===== config.mk =====
export PLATFORM = sky130hd
export DESIGN_NAME = n4_chan_scanner
export DESIGN_NICKNAME = d
export VERILOG_FILES = /design/src/rtl/n4_scan_pkg.sv /design/src/rtl/n4_rr_arbiter.sv /design/src/rtl/n4_chan_scanner.sv
export SDC_FILE = /design/constraint.sdc
export NUM_CORES = 1
export LEC_CHECK = 0
export BUFFER_PORTS_ARGS = -buffer_cell sky130_fd_sc_hd__buf_4
export CORE_AREA = 3 3 78 154
export CTS_BUF_LIST = sky130_fd_sc_hd__clkbuf_2 sky130_fd_sc_hd__clkbuf_4 sky130_fd_sc_hd__clkbuf_8
export DETAILED_ROUTE_END_ITERATION = 16
export DIE_AREA = 0 0 81 157
export PLACE_DENSITY = 0.69
export SLEW_MARGIN = 25
export SYNTH_ARGS = -nofsm -noshare
export SYNTH_HDL_FRONTEND = slang
export SYNTH_SLANG_ARGS = --single-unit

===== constraint.sdc =====
create_clock -name clk -period 6.25 [get_ports clk]
set_input_delay 0.3125 -clock clk [delete_from_list [all_inputs] [get_ports clk]]
set_output_delay 0.3125 -clock clk [all_outputs]
set_load 0.05 [all_outputs]

===== src/rtl/n4_scan_pkg.sv =====
// Shared definitions for the round-robin channel scanner: FSM encoding,
// park select value and the round-robin search function.
package n4_scan_pkg;

  typedef enum logic [1:0] {
    IDLE   = 2'd0,
    SELECT = 2'd1,
    HOLD   = 2'd2
  } scan_state_e;

  localparam logic [7:0] SEL_PARK = 8'hFF;

  // First requesting channel after 'last', wrapping modulo n. Returns 'last' when nothing requests.
  function automatic logic [3:0] rr_next(input logic [15:0] req, input logic [3:0] last, input int n);
    logic [3:0] g;
    logic       found;
    int         idx;
    g     = last;
    found = 1'b0;
    for (int i = 1; i <= 16; i++) begin
      idx = int'(last) + i;
      if (idx >= n) idx = idx - n;
      if (!found && (i <= n) && (idx < 16) && req[idx[3:0]]) begin
        g     = idx[3:0];
        found = 1'b1;
      end
    end
    return g;
  endfunction

endpackage


===== src/rtl/n4_rr_arbiter.sv =====
// Combinational round-robin arbiter; picks the next requester after the last grant.
module n4_rr_arbiter
  import n4_scan_pkg::*;
#(
  parameter int NUM_CH = 10
) (
  input  logic [NUM_CH-1:0] req,
  input  logic [3:0]        last,
  output logic [3:0]        grant,
  output logic              any
);

  logic [15:0] reqWide;

  assign reqWide = 16'(req);
  assign any     = |req;
  assign grant   = rr_next(reqWide, last, NUM_CH);

endmodule


===== src/rtl/n4_chan_scanner.sv =====
// Round-robin channel scanner: drives the mux select, registers the returned
// word and hands it downstream on a valid/ready interface with a per-channel ack.
module n4_chan_scanner
#(
  parameter int         WIDTH    = 16,
  parameter int         NUM_CH   = 10,
  parameter logic [7:0] SEL_PARK = 8'hFF
) (
  input  logic              clk,
  input  logic              rst_n,
  input  logic              enable,
  input  logic [NUM_CH-1:0] ch_req,
  output logic [7:0]        mux_select,
  input  logic [WIDTH-1:0]  mux_data,
  output logic [WIDTH-1:0]  out_data,
  output logic [3:0]        out_ch,
  output logic              out_valid,
  input  logic              out_ready,
  output logic [NUM_CH-1:0] ch_ack,
  output logic              busy
);
  import n4_scan_pkg::*;

  scan_state_e       state_q, state_d;
  logic [7:0]        sel_q, sel_d;
  logic [WIDTH-1:0]  data_q, data_d;
  logic [3:0]        ch_q, ch_d;
  logic              valid_q, valid_d;
  logic [NUM_CH-1:0] ack_q, ack_d;
  logic [3:0]        last_q, last_d;
  logic [3:0]        grant_q, grant_d;
  logic [3:0]        arbGrant;
  logic              arbAny;

  n4_rr_arbiter #(.NUM_CH(NUM_CH)) u_arb (
    .req   (ch_req),
    .last  (last_q),
    .grant (arbGrant),
    .any   (arbAny)
  );

  always_comb begin
    state_d = state_q;
    sel_d   = sel_q;
    data_d  = data_q;
    ch_d    = ch_q;
    valid_d = valid_q;
    ack_d   = '0;
    last_d  = last_q;
    grant_d = grant_q;
    case (state_q)
      IDLE: begin
        if (enable && arbAny) begin
          grant_d = arbGrant;
          sel_d   = {4'h0, arbGrant};
          state_d = SELECT;
        end
      end
      SELECT: begin
        // The mux path is combinational, so the word for sel_q is present now.
        data_d  = mux_data;
        ch_d    = grant_q;
        valid_d = 1'b1;
        state_d = HOLD;
      end
      HOLD: begin
        if (out_ready) begin
          ack_d   = NUM_CH'(1) << grant_q;
          valid_d = 1'b0;
          last_d  = grant_q;
          sel_d   = SEL_PARK;
          state_d = IDLE;
        end
      end
      default: begin
        sel_d   = SEL_PARK;
        valid_d = 1'b0;
        state_d = IDLE;
      end
    endcase
  end

  always_ff @(posedge clk) begin
    if (!rst_n) begin
      state_q <= IDLE;
      sel_q   <= SEL_PARK;
      data_q  <= '0;
      ch_q    <= '0;
      valid_q <= 1'b0;
      ack_q   <= '0;
      last_q  <= 4'(NUM_CH - 1);
      grant_q <= '0;
    end else begin
      state_q <= state_d;
      sel_q   <= sel_d;
      data_q  <= data_d;
      ch_q    <= ch_d;
      valid_q <= valid_d;
      ack_q   <= ack_d;
      last_q  <= last_d;
      grant_q <= grant_d;
    end
  end

  assign mux_select = sel_q;
  assign out_data   = data_q;
  assign out_ch     = ch_q;
  assign out_valid  = valid_q;
  assign ch_ack     = ack_q;
  assign busy       = (state_q != IDLE);

endmodule


======== After elaboration in Yosys (flattened, before gate mapping) ========
Cells that the tools add are included.
word-level totals
  logic and storage cells ................. 160
  bits of input ports ..................... 30
  output and inout port bits .............. 40
  register bits after elaboration ......... 49
cells by class
  mux-type cells .......................... 57
  $lt $le $gt $ge ......................... 30
  bitwise operators ....................... 2
  shift-type cells ........................ 1
  $add $sub $neg .......................... 20
  equal/unequal tests ..................... 4
  reduce and logical (&&, ||, !) cells .... 38
operator list
  kind                                                                 count
  greater-or-equal comparator 32 x 5 -> 1 bit (second input constant)  10
  < comparator 32 x 6 -> 1 bit (second input constant)                 10
  2-to-1 mux 32 bit                                                    10
  subtractor 32 x 5 -> 32 bit (second input constant)                  10
  < comparator 4 x 5 -> 1 bit (second input constant)                  10
  binary-select mux 1 bit (select 4 bit)                               10
  2-to-1 mux 4 bit                                                     10
  one-hot mux 8 bit (3 select lines)                                   1
  adder 4 x 3 -> 5 bit (second input constant)                         4
  logical AND 1 bit                                                    20
  2-to-1 mux 1 bit                                                     20
  2-to-1 mux 8 bit                                                     2
  adder 4 x 4 -> 5 bit (second input constant)                         3
  adder 4 x 2 -> 5 bit (second input constant)                         2
  OR reduction 10 bit                                                  1
  left shift 1 x 4 -> 10 bit (first input constant)                    1
  logical NOT 1 bit                                                    9
  AND reduction 2 bit                                                  4
  one-hot mux 2 bit (3 select lines)                                   1
  AND reduction 3 bit                                                  2
  adder 4 x 1 -> 5 bit (second input constant)                         1
  2-to-1 mux 2 bit                                                     2
  inequality test 2 bit (second input constant)                        2
  one-hot mux 1 bit (3 select lines)                                   1
  5 further kinds                                                      6

======== Logic depth before layout (Yosys ltp) ========
  depth after elaboration ................. 45
  mapped depth ............................ 23
  gate-level depth less buffers ........... 17

======== By module ========
A second synthesis with hierarchy kept.
unflattened totals
  cells, all modules ...................... 671
  area total of the unflattened synthesis .. 5,256.3 µm²
by module, submodules not included
  module           sequential area each (µm²)  times used  area each (µm²)  cells an instance
  n4_rr_arbiter    0.0                         1           3,567.2          492
  n4_chan_scanner  920.9                       1           1,689.1          179

======== Worst setup path after synthesis ========
No wires, ideal clock.
  path type ............................... register to register
  start point ............................. register last_q[0]
  end point ............................... register sel_q[2] (netlist: mux_select[2])
  setup time .............................. 0.137 ns
  buffers on the path ..................... 8
  data arrival time ....................... 4.477 ns
  cell stages (with the launch flop) ...... 23
  path slack .............................. 1.637 ns
  cells stage by stage .................... dfxtp_1 > buf_6 > buf_6 > buf_6 > buf_2 > inv_1 > ha_1 > buf_2 > clkbuf_1 > o21ai_0 > ha_1 > buf_2 > or3b_2 > o311ai_1 > nor3_1 > mux2_2 > o2111ai_2 > and4_1 > buf_6 > and3b_1 > and2_1 > o31ai_1 > nand3_1
between the ends
  word-level cells in the longest chain between the ends .. 45
  elaborated cells between the ends (all ways) .. 119
  those cells by class .................... 20 x add/sub; 20 x order compare; 51 x mux; 28 x reduce/logical
ends and longest elaborated chain
  what                                                                  line                    RTL
  start, declared                                                       n4_chan_scanner.sv:30   logic [3:0] last_q, last_d;
  start signal, assigned                                                n4_chan_scanner.sv:91   last_q <= 4'(NUM_CH - 1);
  start signal, assigned                                                n4_chan_scanner.sv:100  last_q <= last_d;
  branches (longest 42 deep; another with subtractor 32 x 5 -> 32 bit)  n/a
  2-to-1 mux 4 bit *                                                    n4_scan_pkg.sv:23       if (!found && (i <= n) && (idx < 16) && req[idx[3:0]]) begin
  2-to-1 mux 8 bit *                                                    n4_chan_scanner.sv:53   if (enable && arbAny) begin
  one-hot mux 8 bit (3 select lines) *                                  n4_chan_scanner.sv:51   case (state_q)
  end signal, assigned                                                  n4_chan_scanner.sv:95   sel_q <= sel_d;
  end, declared                                                         n4_chan_scanner.sv:25   logic [7:0] sel_q, sel_d;
Every way passes the cells marked *. The select of a mux whose other input is x is not followed.
A chain may end at the register's enable or synchronous reset.

======== Final worst setup path ========
  start point ............................. register last_q[1]
  end point ............................... register sel_q[1] (netlist: mux_select[1])
Same word-level chain as after synthesis.

==> summary.md <==
| Metric | Value |
|---|---|
| Share of layout cells above drive strength 1 | 0.1984 |
| Total GRT Usage | 0.2967 |
| Clock transition at path regs | 90 ps |
| WS Path Type | reg2reg |
| Synth unique cells | 99 |
| Cell Chain, Critical Path | inv_1, ha_1, buf_4, inv_2, a21oi_1, o221ai_1, ha_1, o21ai_1, xnor2_1, mux2i_1, a32oi_2, and4_1, o21ai_0, a32oi_1, o221a_1, o21ai_1 |
| Largest net degree at the start of global routing | 38 |
| Synth top area share | 0.1694 |
| Hold wc startpoint | mux_data[13] |
| Vias | 5722 |
| Mean post-synth cell area | 7.835 um2 |
| CP Launch Type | flop |
| Final hold viol count | 0 |
| Initial core utilization | 0.4968 |
| Fillers | 1065 |
| Worst Path Buf+Inv | 3 |
| Worst VDD drop | 0.1645 mV |
| Post-CTS Setup Repair Bufs | 0 |
| Vias in the first global route | 5689 |
| Multi-input combinational cell area | 0.004165 mm2 |
| Die area | 0.01272 mm2 |
| Root Buffer | clkbuf_8 |
| Leakage | 0.002543 uW |
| Clock Sink Count | 46 |
| Core Area | 0.01095 mm2 |
| Register-to-Register Setup Slack | 660 ps |
| Post-synthesis compound-gate area fraction | 0.3145 |
| WHS Path Cells | 3 |
| Worst clock skew | 11.17 ps |
| Asr flop ratio synth | 0 |
| GRT Residual Overflow | 0 |
| Period utilization | 0.8940 |
| Die height | 157 um |
| Post-synth EDFFs | 0 |
| R2R depth | 16 |
| 1st-iter DRT viols | 272 |
| Crit. End Element | flop |
| CP max FO | 23 |
| Reg-to-Reg Start | last_q[1]$_SDFFE_PN0P_ |
| Primary FF master, synth | dfxtp_1 |
| Post-Place Worst Slack | 829.3 ps |
| Maximum buffer depth of the clock tree | 2 |
| Syn_nets | 759 |
| Final count of negative-setup-slack endpoints | 0 |
| I/O pins | 70 |
| Slowest-stage cell, CP | inv_1 |
| Input/output buffers | 69 |
| Fmax | 179.0 MHz |
| Min-delay worst type | in2reg |
| H-tree levels | 2 |
| Syn Inst Count | 694 |
| Post-DP HPWL | 14670 um |
| Combinational family with the most area after synthesis | compound AO/OA/AOI/OAI gates |
| Synth Warn # | 0 |
| Crit path DAT | 5780 ps |
| CP top delay family | compound AO/OA/AOI/OAI gates |
| Yosys reg bits | 46 |
| Remaining DRCs | 0 |
| WHS Endpoint | out_data[13]$_SDFFE_PN0P_ |
| Syn Std Cell Area | 0.005438 mm2 |
| Clk_lat worst skew | 310 ps |
| PwrDens | 171.1 mW/mm2 |
| Vias per cell | 6.495 |
| Total Wirelength | 18680 um |
| Post-synthesis mux area share | 0.09296 |
| Post-CTS Hold Buffers | 0 |
| Final worst slack | 662.6 ps |
| Dominant cell type by area after synthesis | dfxtp_1 |
| Simple-gate share of the synthesized area | 0.2358 |
| Site Rows | 54 |
| CTS tree | done |
| Max stage delay on crit path | 620 ps |
| CTS buffer count | 5 |
| Register area | 920.9 um2 |
| Unrepaired setup endpoints after global routing | false |
| Global-route wire length before repair | 29270 um |
| Setup TNS Final | 0 ps |
| Antenna cell count | 0 |
| ANT nets after route | 0 |
| Run status | finished, final reports clean |
| Number of antenna violations at the first check in global routing | 0 |
| Placer Congestion | 0.9772 |
| Max-cap violations | 0 |
| Fin nets | 805 |
| DRT Pass-1 Iters | 7 |
| Max transition margin | 0.4129 |
| Fin. max-slew vios | 0 |
| Post-cts gate resize count | 0 |
| Reg2reg end | mux_select[1]$_SDFFE_PN1P_ |
| Die Width | 81 um |
| Worst Tran Pin Value | 856.2 ps |
| XOR/XNOR Fraction of Synth Area | 0.04073 |
| Synthesis-to-finish area growth | 11.94% |
| Sequential share of the synthesized area | 0.1694 |
| Largest cells by area after synthesis | dfxtp_1 (17%), ha_1 (7.8%), mux2i_1 (5.5%) |
| Min Tclk post-route | 5587 ps |
| Post-Synth Adder-Cell Area | 0.08191 |
| Detail-routed net length per standard cell | 21.20 um |
| Critical path required time | 6440 ps |
-- kinds of logic after synthesis --
family / count (synthesis)
adder cells (fa/ha/maj): 35
flip-flops: 46
multiplexers: 44
buffers and inverters: 72
XOR/XNOR: 21
AND/OR/NAND/NOR: 250
AO/OA/AOI/OAI: 226
-- where the power goes --
| group | switching [uW] | internal [uW] | leakage (uW) |
|---|---|---|---|
| clock | 104 | 120 | 0.0000585 |
| sequential | 17.5 | 309 | 0.000375 |
| combinational | 313 | 179 | 0.00211 |
| total | 434 | 608 | 0.00254 |
-- flip-flops by register name (all words and copies together) (netlist names) --
name and count:
ch_ack 10, grant_q 4, last_q 4, mux_select 5, out_ch 4, out_data 16
out_valid 1, state_q 2
-- cells in the mapped netlist, types with 6 or more instances --
library cell and instances:
nor3b_1 7, a21boi_0 24, xnor2_1 14, a31oi_1 7
dfxtp_1 46, a21oi_1 41, nor3_1 17, buf_2 11
nand3_1 20, nand2b_1 14, nand2_1 80, a211o_1 6
o211ai_1 11, mux2i_1 30, nor2_1 45, inv_1 27
o21ai_0 37, clkbuf_1 17, and3_1 7, nor2b_1 14
mux2_2 9, buf_6 7, and2_1 7, ha_1 34
-- layout by cell type (no fill, tap or decap), types with 4 or more instances in the layout --
cell type,instances
xnor2_2,5
nor3b_1,7
o21ai_1,4
o31a_1,4
a21oi_1,41
nor3_1,17
mux4_2,4
and2_1,7
o211ai_1,11
o32ai_1,4
dfxtp_1,46
a211oi_2,4
nor2_1,45
clkbuf_8,5
a32oi_1,5
o21ai_0,37
and3_1,7
mux2i_1,30
a211oi_1,4
inv_2,5
or3_1,4
o221ai_1,4
ha_1,34
a31oi_1,7
mux2_2,9
a21oi_2,4
buf_4,79
nor4_1,4
a21boi_0,24
a21o_1,5
a2bb2oi_1,4
nand2_1,80
nand3_1,20
and3b_1,4
a211o_1,6
xnor2_1,14
inv_1,27
nand2b_1,14
nor2b_1,14
-- worst register-to-register path, stage by stage, from the launching register on --
cell and delay [ps]:
dfxtp_1 400, inv_1 630, ha_1 390, buf_4 230, inv_2 230, a21oi_1 100
o221ai_1 260, ha_1 440, o21ai_1 150, xnor2_1 520, mux2i_1 210, a32oi_2 530
and4_1 520, o21ai_0 220, a32oi_1 280, o221a_1 280, o21ai_1 90
-- area by class of cell --
cell class | instances | share of cell area
sequential | 46 | 0.1513
multi-input combinational | 576 | 0.6843
clock inverter | 3 | 0.007194
timing repair buffer | 79 | 0.09743
inverter | 32 | 0.01973
clock buffer | 5 | 0.01131
tap | 140 | 0.02878
-- worst max-delay path by stage --
stage                                      end  slack [ps]              startpoint  cells after the start
floorplan           mux_select[2]$_SDFFE_PN1P_        1640  last_q[0]$_SDFFE_PN1P_                     22
CTS                 mux_select[1]$_SDFFE_PN1P_         780  last_q[1]$_SDFFE_PN0P_                     16
finish              mux_select[1]$_SDFFE_PN1P_         660  last_q[1]$_SDFFE_PN0P_                     16
global route        mux_select[1]$_SDFFE_PN1P_         380  last_q[1]$_SDFFE_PN0P_                     16
detailed placement  mux_select[1]$_SDFFE_PN1P_         830  last_q[1]$_SDFFE_PN0P_                     16
global placement    mux_select[1]$_SDFFE_PN1P_         810  last_q[1]$_SDFFE_PN0P_                     16
-- per-layer routing --
| layer | vias to the layer above | track usage | share of wire |
|---|---|---|---|
| li1 | 2661 | - | - |
| met1 | 2690 | 0.2861 | 0.34 |
| met2 | 264 | 0.5284 | 0.51 |
| met3 | 107 | 0.04754 | 0.051 |
| met4 | 0 | 0.2530 | 0.098 |
| met5 | - | 0 | 0 |
-- stage by stage --
step	area, um2	hold slack, ps	power [uW]	instances	util
6_report	6087	262.8	1042	881	0.5561
5_1_grt	6087	255.8	1088	881	0.5561
4_1_cts	6087	248.7	1041	881	0.5561
3_5_place_dp	5974	460.8	814.6	873	0.5458
3_3_place_gp	5974	452.6	810.7	873	0.5458
2_1_floorplan	5438	457.4	675.7	694	-
No activity file was read; power rests on OpenSTA's default activity.
